==> config.mk <==
export PLATFORM = sky130hd
export DESIGN_NAME = addr_reg_file_burst
export DESIGN_NICKNAME = d
export VERILOG_FILES = /design/src/rtl/arf_pkg.sv /design/src/rtl/arf_reg.sv /design/src/rtl/addr_reg_file_burst.sv
export SDC_FILE = /design/constraint.sdc
export NUM_CORES = 1
export LEC_CHECK = 0
export BUFFER_PORTS_ARGS = -buffer_cell sky130_fd_sc_hd__buf_2
export CORE_ASPECT_RATIO = 2
export CORE_MARGIN = 2
export CORE_UTILIZATION = 60
export CTS_CLUSTER_DIAMETER = 100
export DETAILED_ROUTE_END_ITERATION = 12
export PLACE_DENSITY = 0.83
export SYNTH_ARGS = -nofsm -noshare
export SYNTH_HDL_FRONTEND = slang
export SYNTH_SLANG_ARGS = --single-unit
export TNS_END_PERCENT = 30
==> constraint.sdc <==
create_clock -name Clock -period 3.8 [get_ports Clock]
set_clock_uncertainty 0.15 [all_clocks]
set_input_delay 0.76 -clock Clock [delete_from_list [all_inputs] [get_ports Clock]]
set_output_delay 0.76 -clock Clock [all_outputs]
set_load 0.01 [all_outputs]
==> src/rtl/arf_pkg.sv <==
// Shared encodings for the address register file: FunSel operation codes
// and the burst engine state type.
package arf_pkg;

   localparam logic [1:0] FS_DEC  = 2'b00;
   localparam logic [1:0] FS_INC  = 2'b01;
   localparam logic [1:0] FS_LOAD = 2'b10;
   localparam logic [1:0] FS_CLR  = 2'b11;

   typedef enum logic [1:0] {
      ST_IDLE = 2'd0,
      ST_RUN  = 2'd1,
      ST_DONE = 2'd2
   } burst_state_e;

endpackage : arf_pkg

==> src/rtl/arf_reg.sv <==
// One address register: decrement, increment, load or clear when enabled,
// otherwise hold. Reset value is set per instance.
module arf_reg
   import arf_pkg::*;
#(
   parameter int               WIDTH   = 16,
   parameter logic [WIDTH-1:0] RST_VAL = '0
) (
   input  logic             clk_i,
   input  logic             rst_ni,
   input  logic             en_i,
   input  logic [1:0]       fun_sel_i,
   input  logic [WIDTH-1:0] data_i,
   output logic [WIDTH-1:0] q_o
);

   logic [WIDTH-1:0] q_q;
   logic [WIDTH-1:0] q_d;

   always_comb begin
      // NOTE: assigning the hold value first keeps every path covered, so no latch is inferred.
      q_d = q_q;
      if (en_i) begin
         case (fun_sel_i)
            FS_DEC:  q_d = q_q - WIDTH'(1);
            FS_INC:  q_d = q_q + WIDTH'(1);
            FS_LOAD: q_d = data_i;
            FS_CLR:  q_d = '0;
            default: q_d = q_q;
         endcase
      end
   end

   // NOTE: state registers use non-blocking assignment so all flops update together at the edge.
   always_ff @(posedge clk_i or negedge rst_ni) begin
      if (!rst_ni) begin
         q_q <= RST_VAL;
      end else begin
         q_q <= q_d;
      end
   end

   assign q_o = q_q;

endmodule : arf_reg

==> src/rtl/addr_reg_file_burst.sv <==
// Address register file (PC/SP/AR by default) with two combinational read
// ports, sticky SP bound flags and an AR auto-increment burst engine.
module addr_reg_file_burst
   import arf_pkg::*;
#(
   parameter int               WIDTH    = 16,
   parameter int               NUM_REGS = 3,
   parameter int               PC_IDX   = 0,
   parameter int               SP_IDX   = 1,
   parameter int               AR_IDX   = 2,
   parameter logic [WIDTH-1:0] PC_RST   = '0,
   parameter logic [WIDTH-1:0] SP_LO    = 16'h0100,
   parameter logic [WIDTH-1:0] SP_HI    = 16'hFFFF,
   parameter int               LEN_W    = 8,
   localparam int              SEL_W    = $clog2(NUM_REGS)
) (
   input  logic                Clock,
   input  logic                Reset,
   input  logic [WIDTH-1:0]    I,
   input  logic [NUM_REGS-1:0] RegSel,
   input  logic [1:0]          FunSel,
   input  logic [SEL_W-1:0]    OutCSel,
   input  logic [SEL_W-1:0]    OutDSel,
   output logic [WIDTH-1:0]    OutC,
   output logic [WIDTH-1:0]    OutD,
   input  logic                BurstStart,
   input  logic [LEN_W-1:0]    BurstLen,
   output logic                BurstBusy,
   output logic                BurstDone,
   input  logic                FlagClr,
   output logic                SpOvf,
   output logic                SpUnf
);

   logic [WIDTH-1:0]    reg_q  [NUM_REGS];
   logic [NUM_REGS-1:0] reg_en;
   logic [1:0]          reg_fs [NUM_REGS];

   burst_state_e        state_q, state_d;
   logic [LEN_W-1:0]    cnt_q, cnt_d;

   logic                sp_dec_at_lo;
   logic                sp_inc_at_hi;
   logic                ovf_q, ovf_d;
   logic                unf_q, unf_d;

   // SP bound violations: the write is suppressed and the matching flag raised.
   assign sp_dec_at_lo = RegSel[SP_IDX] && (FunSel == FS_DEC) && (reg_q[SP_IDX] == SP_LO);
   assign sp_inc_at_hi = RegSel[SP_IDX] && (FunSel == FS_INC) && (reg_q[SP_IDX] == SP_HI);

   always_comb begin
      for (int i = 0; i < NUM_REGS; i++) begin
         reg_en[i] = RegSel[i];
         reg_fs[i] = FunSel;
      end
      reg_en[SP_IDX] = RegSel[SP_IDX] && !sp_dec_at_lo && !sp_inc_at_hi;
      // The burst owns AR from start until it returns to idle.
      if (state_q != ST_IDLE) begin
         reg_en[AR_IDX] = 1'b0;
      end
      if (state_q == ST_RUN) begin
         reg_en[AR_IDX] = 1'b1;
         reg_fs[AR_IDX] = FS_INC;
      end
   end

   for (genvar g = 0; g < NUM_REGS; g++) begin : g_reg
      localparam logic [WIDTH-1:0] RST_VAL = (g == PC_IDX) ? PC_RST :
                                             (g == SP_IDX) ? SP_HI  : '0;
      arf_reg #(
         .WIDTH   (WIDTH),
         .RST_VAL (RST_VAL)
      ) u_reg (
         .clk_i     (Clock),
         .rst_ni    (Reset),
         .en_i      (reg_en[g]),
         .fun_sel_i (reg_fs[g]),
         .data_i    (I),
         .q_o       (reg_q[g])
      );
   end

   // A same-cycle set wins over FlagClr.
   assign ovf_d = sp_dec_at_lo || (ovf_q && !FlagClr);
   assign unf_d = sp_inc_at_hi || (unf_q && !FlagClr);

   always_ff @(posedge Clock or negedge Reset) begin
      if (!Reset) begin
         ovf_q <= 1'b0;
         unf_q <= 1'b0;
      end else begin
         ovf_q <= ovf_d;
         unf_q <= unf_d;
      end
   end

   assign SpOvf = ovf_q;
   assign SpUnf = unf_q;

   always_comb begin
      state_d   = state_q;
      cnt_d     = cnt_q;
      BurstBusy = 1'b0;
      BurstDone = 1'b0;
      case (state_q)
         ST_IDLE: begin
            if (BurstStart) begin
               if (BurstLen != '0) begin
                  cnt_d   = BurstLen;
                  state_d = ST_RUN;
               end else begin
                  state_d = ST_DONE;
               end
            end
         end
         ST_RUN: begin
            BurstBusy = 1'b1;
            cnt_d     = cnt_q - LEN_W'(1);
            if (cnt_q == LEN_W'(1)) begin
               state_d = ST_DONE;
            end
         end
         ST_DONE: begin
            BurstDone = 1'b1;
            state_d   = ST_IDLE;
         end
         default: state_d = ST_IDLE;
      endcase
   end

   always_ff @(posedge Clock or negedge Reset) begin
      if (!Reset) begin
         state_q <= ST_IDLE;
         cnt_q   <= '0;
      end else begin
         state_q <= state_d;
         cnt_q   <= cnt_d;
      end
   end

   // Out-of-range selects fall back to the last register.
   always_comb begin
      OutC = reg_q[NUM_REGS-1];
      OutD = reg_q[NUM_REGS-1];
      for (int i = 0; i < NUM_REGS; i++) begin
         if (int'(OutCSel) == i) OutC = reg_q[i];
         if (int'(OutDSel) == i) OutD = reg_q[i];
      end
   end

endmodule : addr_reg_file_burst

==> flow_metrics.tcl <==
set metrics [dict create \
    outcome "finished clean" \
    coreArea_um2 9259 \
    critPathArrivalTime_ps 3540 \
    grt_pass1_wl_mm 28.68 \
    syn_nets 805 \
    cap_violations 0 \
    synth_seq_area_share_pct 26.83 \
    cp-end-kind "flop" \
    avgSynthCellArea_um2 7.877 \
    cts_made_buffers 9 \
    r2r_start "state_q[1]" \
    critPathMaxFanout 16 \
    ys_warn_count 0 \
    final_layout_size_suffix_gt1_share_pct 16.39 \
    cts_root_buffer "clkbuf_16" \
    fin_tns_setup_ps 0 \
    rsz0062_at_grt "false" \
    holdWs_ps 374.4 \
    grt_max_degree 44 \
    netlist_top_cells_area "dfrtp_1 19%, ha_1 9.9%, dfstp_2 7.4%" \
    slowest_stage "fa_1" \
    area_growth_pct 13.55 \
    die_area_um2 10290 \
    io_buffers 72 \
    synthDistinctLibCells 60 \
    htree_levels 3 \
    worstPathCellList "nand2b_1, inv_1, nor2_4, inv_1, fa_1, nor2b_1, o21a_1, o21a_1, o21a_1, o21ai_0, a32o_1, mux2_2" \
    grt_util_all_layers_pct 35.87 \
    ant_nets 0 \
    startpoint_type "flop" \
    synth_common_cells "80 x o21ai_0, 77 x nand2_1, 75 x nor2_1" \
    start_util_pct 61.26 \
    path_buf_inv 2 \
    power_frac_comb_pct 56.7 \
    pin_count 73 \
    cp-startpoint "state_q[1]" \
    drv_slew 0 \
    ys_ff_latch 60 \
    hp-class "reg2reg" \
    fillers 795 \
    cp_common_cell "o21a_1" \
    async_flop_share_pct 100.0 \
    gp_congestion 0.9623 \
    setup_viol 0 \
    cts_resized 0 \
    postCtsHoldBufs 0 \
    swShare_pct 45.11 \
    cts_tree "built" \
    synth.most_common_cell "o21ai_0" \
    slew_headroom_pct 28.47 \
    synth_edf_count 0 \
    synth_top_area_cell "dfrtp_1" \
    postCtsSetupBuffers 0 \
    p_leak_nw 2.972 \
    die_y_um 141.5 \
    first_iter_violations 449 \
    setup.worst_path.class "reg2reg" \
    fp.dieW_um 72.75 \
    grt_overflow 0 \
    crit_required_ps 3870 \
    hold_viol 0 \
    rr_endpoint "g_reg[2].u_reg.q_o[6]" \
    drc 0 \
    drt-pass1-iter-count 5 \
    totalWireLength_mm 17.99 \
    power.switching_mw 2.171 \
    r2r_slack_ps 330 \
    worstMarginPinSlew_ps 1073 \
    hpwl_mm 13.84 \
    clk_latency_ps 340 \
    max_freq_ghz 0.2878 \
    synth_area_um2 5672 \
    p_int_mw 2.642 \
    wl_per_cell_um 20.20 \
    p_seq_share_pct 25.8 \
    critical_path.max_stage_delay_ps 500 \
    power.share.clock_pct 17.5 \
    rr_worst_depth 12 \
    n_antenna_cell 0 \
    vias_per_cell 6.764 \
    num_vias 6027 \
    synthCells 720 \
    nets 867 \
    seqCellArea_um2 1521 \
    period_share_pct 91.42 \
    crit_cells 12 \
    power.density_nw_per_um2 747.5 \
    grt_pass1_vias 5825 \
    multi_input_area_um2 3963 \
    synth_top_area_share_pct 19.41 \
    cts_sinks 60 \
    vdd_drop_max_v 0.0004315 \
    cp_top_family "compound AO/OA/AOI/OAI gates" \
    clockBufferDepth 2 \
    path_clk_slew_ps 60 \
    synth_flop_cell "dfrtp_1" \
    min_period_ps 3474 \
    endpoint "g_reg[2].u_reg.q_o[6]" \
    rows 50 \
    antenna_found_initial 0 \
]
==> per-layer routing <==
layer / vias up / share of wire [%] / GRT usage [%]
met4: 0 / 5.6 / 20.57
met3: 76 / 5.9 / 5.824
met2: 267 / 53 / 62.78
met1: 2879 / 36 / 39.75
li1: 2805 / - / -
met5: - / 0 / 0
==> state kept, by name, summed over array words and instances (netlist names) <==
name and cells:
g.u_reg.q_o 48, cnt_q 8, state_q 2, SpOvf 1, SpUnf 1
==> placed cells by master (no fill, tap or decap), drive strengths merged, types with 3 or more instances in the layout <==
cell type  count
or3            5
a32oi          7
inv           15
nor2b         15
xor2           7
xnor2         21
dfrtp         44
dfstp         16
o211ai         6
o21bai         3
o21ai         80
clkbuf        12
nand3         11
a311o          3
a31o           3
a211oi         7
nand2         78
nand4         11
a22oi         16
nor2          75
a21oi         65
nand2b         4
o21a           8
o22ai          3
ha            45
a221oi         7
buf           86
nor3          11
and3          10
nor4           5
or2            3
a21o          21
a31oi         12
mux2i         37
a211o          3
o31ai          3
fa             3
==> area by class of cell <==
class | instances | share of cell area, %
Timing Repair Buffer | 86 | 7.228
Tap cell | 104 | 2.021
Inverter | 15 | 0.8743
Sequential cell | 60 | 23.63
Clock buffer | 12 | 3.983
Clock inverter | 4 | 0.7383
Multi-Input combinational cell | 610 | 61.53
==> how the worst min path moves through the flow <==
stage	startpoint	to	slack (ps)	cells after the start
floorplan	Reset	SpOvf	310	0
global placement	cnt_q[7]	cnt_q[7]	340	2
detailed placement	SpOvf	SpOvf	360	2
CTS	SpOvf	SpOvf	370	2
global route	cnt_q[3]	cnt_q[3]	420	2
finish	SpOvf	SpOvf	370	2
==> worst min-delay path, delay by kind of cell, from the launching register on <==
kind	cells	cell delay (ps)
AO/OA/AOI/OAI	1	60
buffers and inverters	1	50
flip-flops	1	370
==> cell families after synthesis <==
logic type	after synthesis	synth area share [%]
muxes	38	6.729
adders and majority gates	48	10.99
DFF	60	26.83
AOI/OAI and AO/OA	259	28.41
and+or+nand+nor	237	19.24
buffers and inverters	50	3.485
xor gates and xnor gates	28	4.324
==> power groups by stage <==
| stage | Sequential [mW] | Combinational [mW] | Clock (mW) |
|---|---|---|---|
| final | 1.24 | 2.73 | 0.843 |
| after global routing | 1.27 | 3.02 | 0.877 |
| after global placement | 1.22 | 2.59 | 0 |
| after CTS | 1.23 | 2.70 | 0.851 |
| after floorplan | 1.10 | 2.05 | 0 |
| after detailed placement | 1.23 | 2.68 | 0 |
==> metrics by stage <==
step	cell area [um^2]	worst slack [ps]	power, mW	instances	utilization (%)
2_1_floorplan	5679	168.9	3.150	720	-
3_3_place_gp	6136	303.5	3.807	875	66.27
3_5_place_dp	6136	196.3	3.913	875	66.27
4_1_cts	6440	383.4	4.777	891	69.55
5_1_grt	6440	160.3	5.167	891	69.55
6_report	6440	325.9	4.814	891	69.55
No activity file was read; power rests on OpenSTA's default activity.
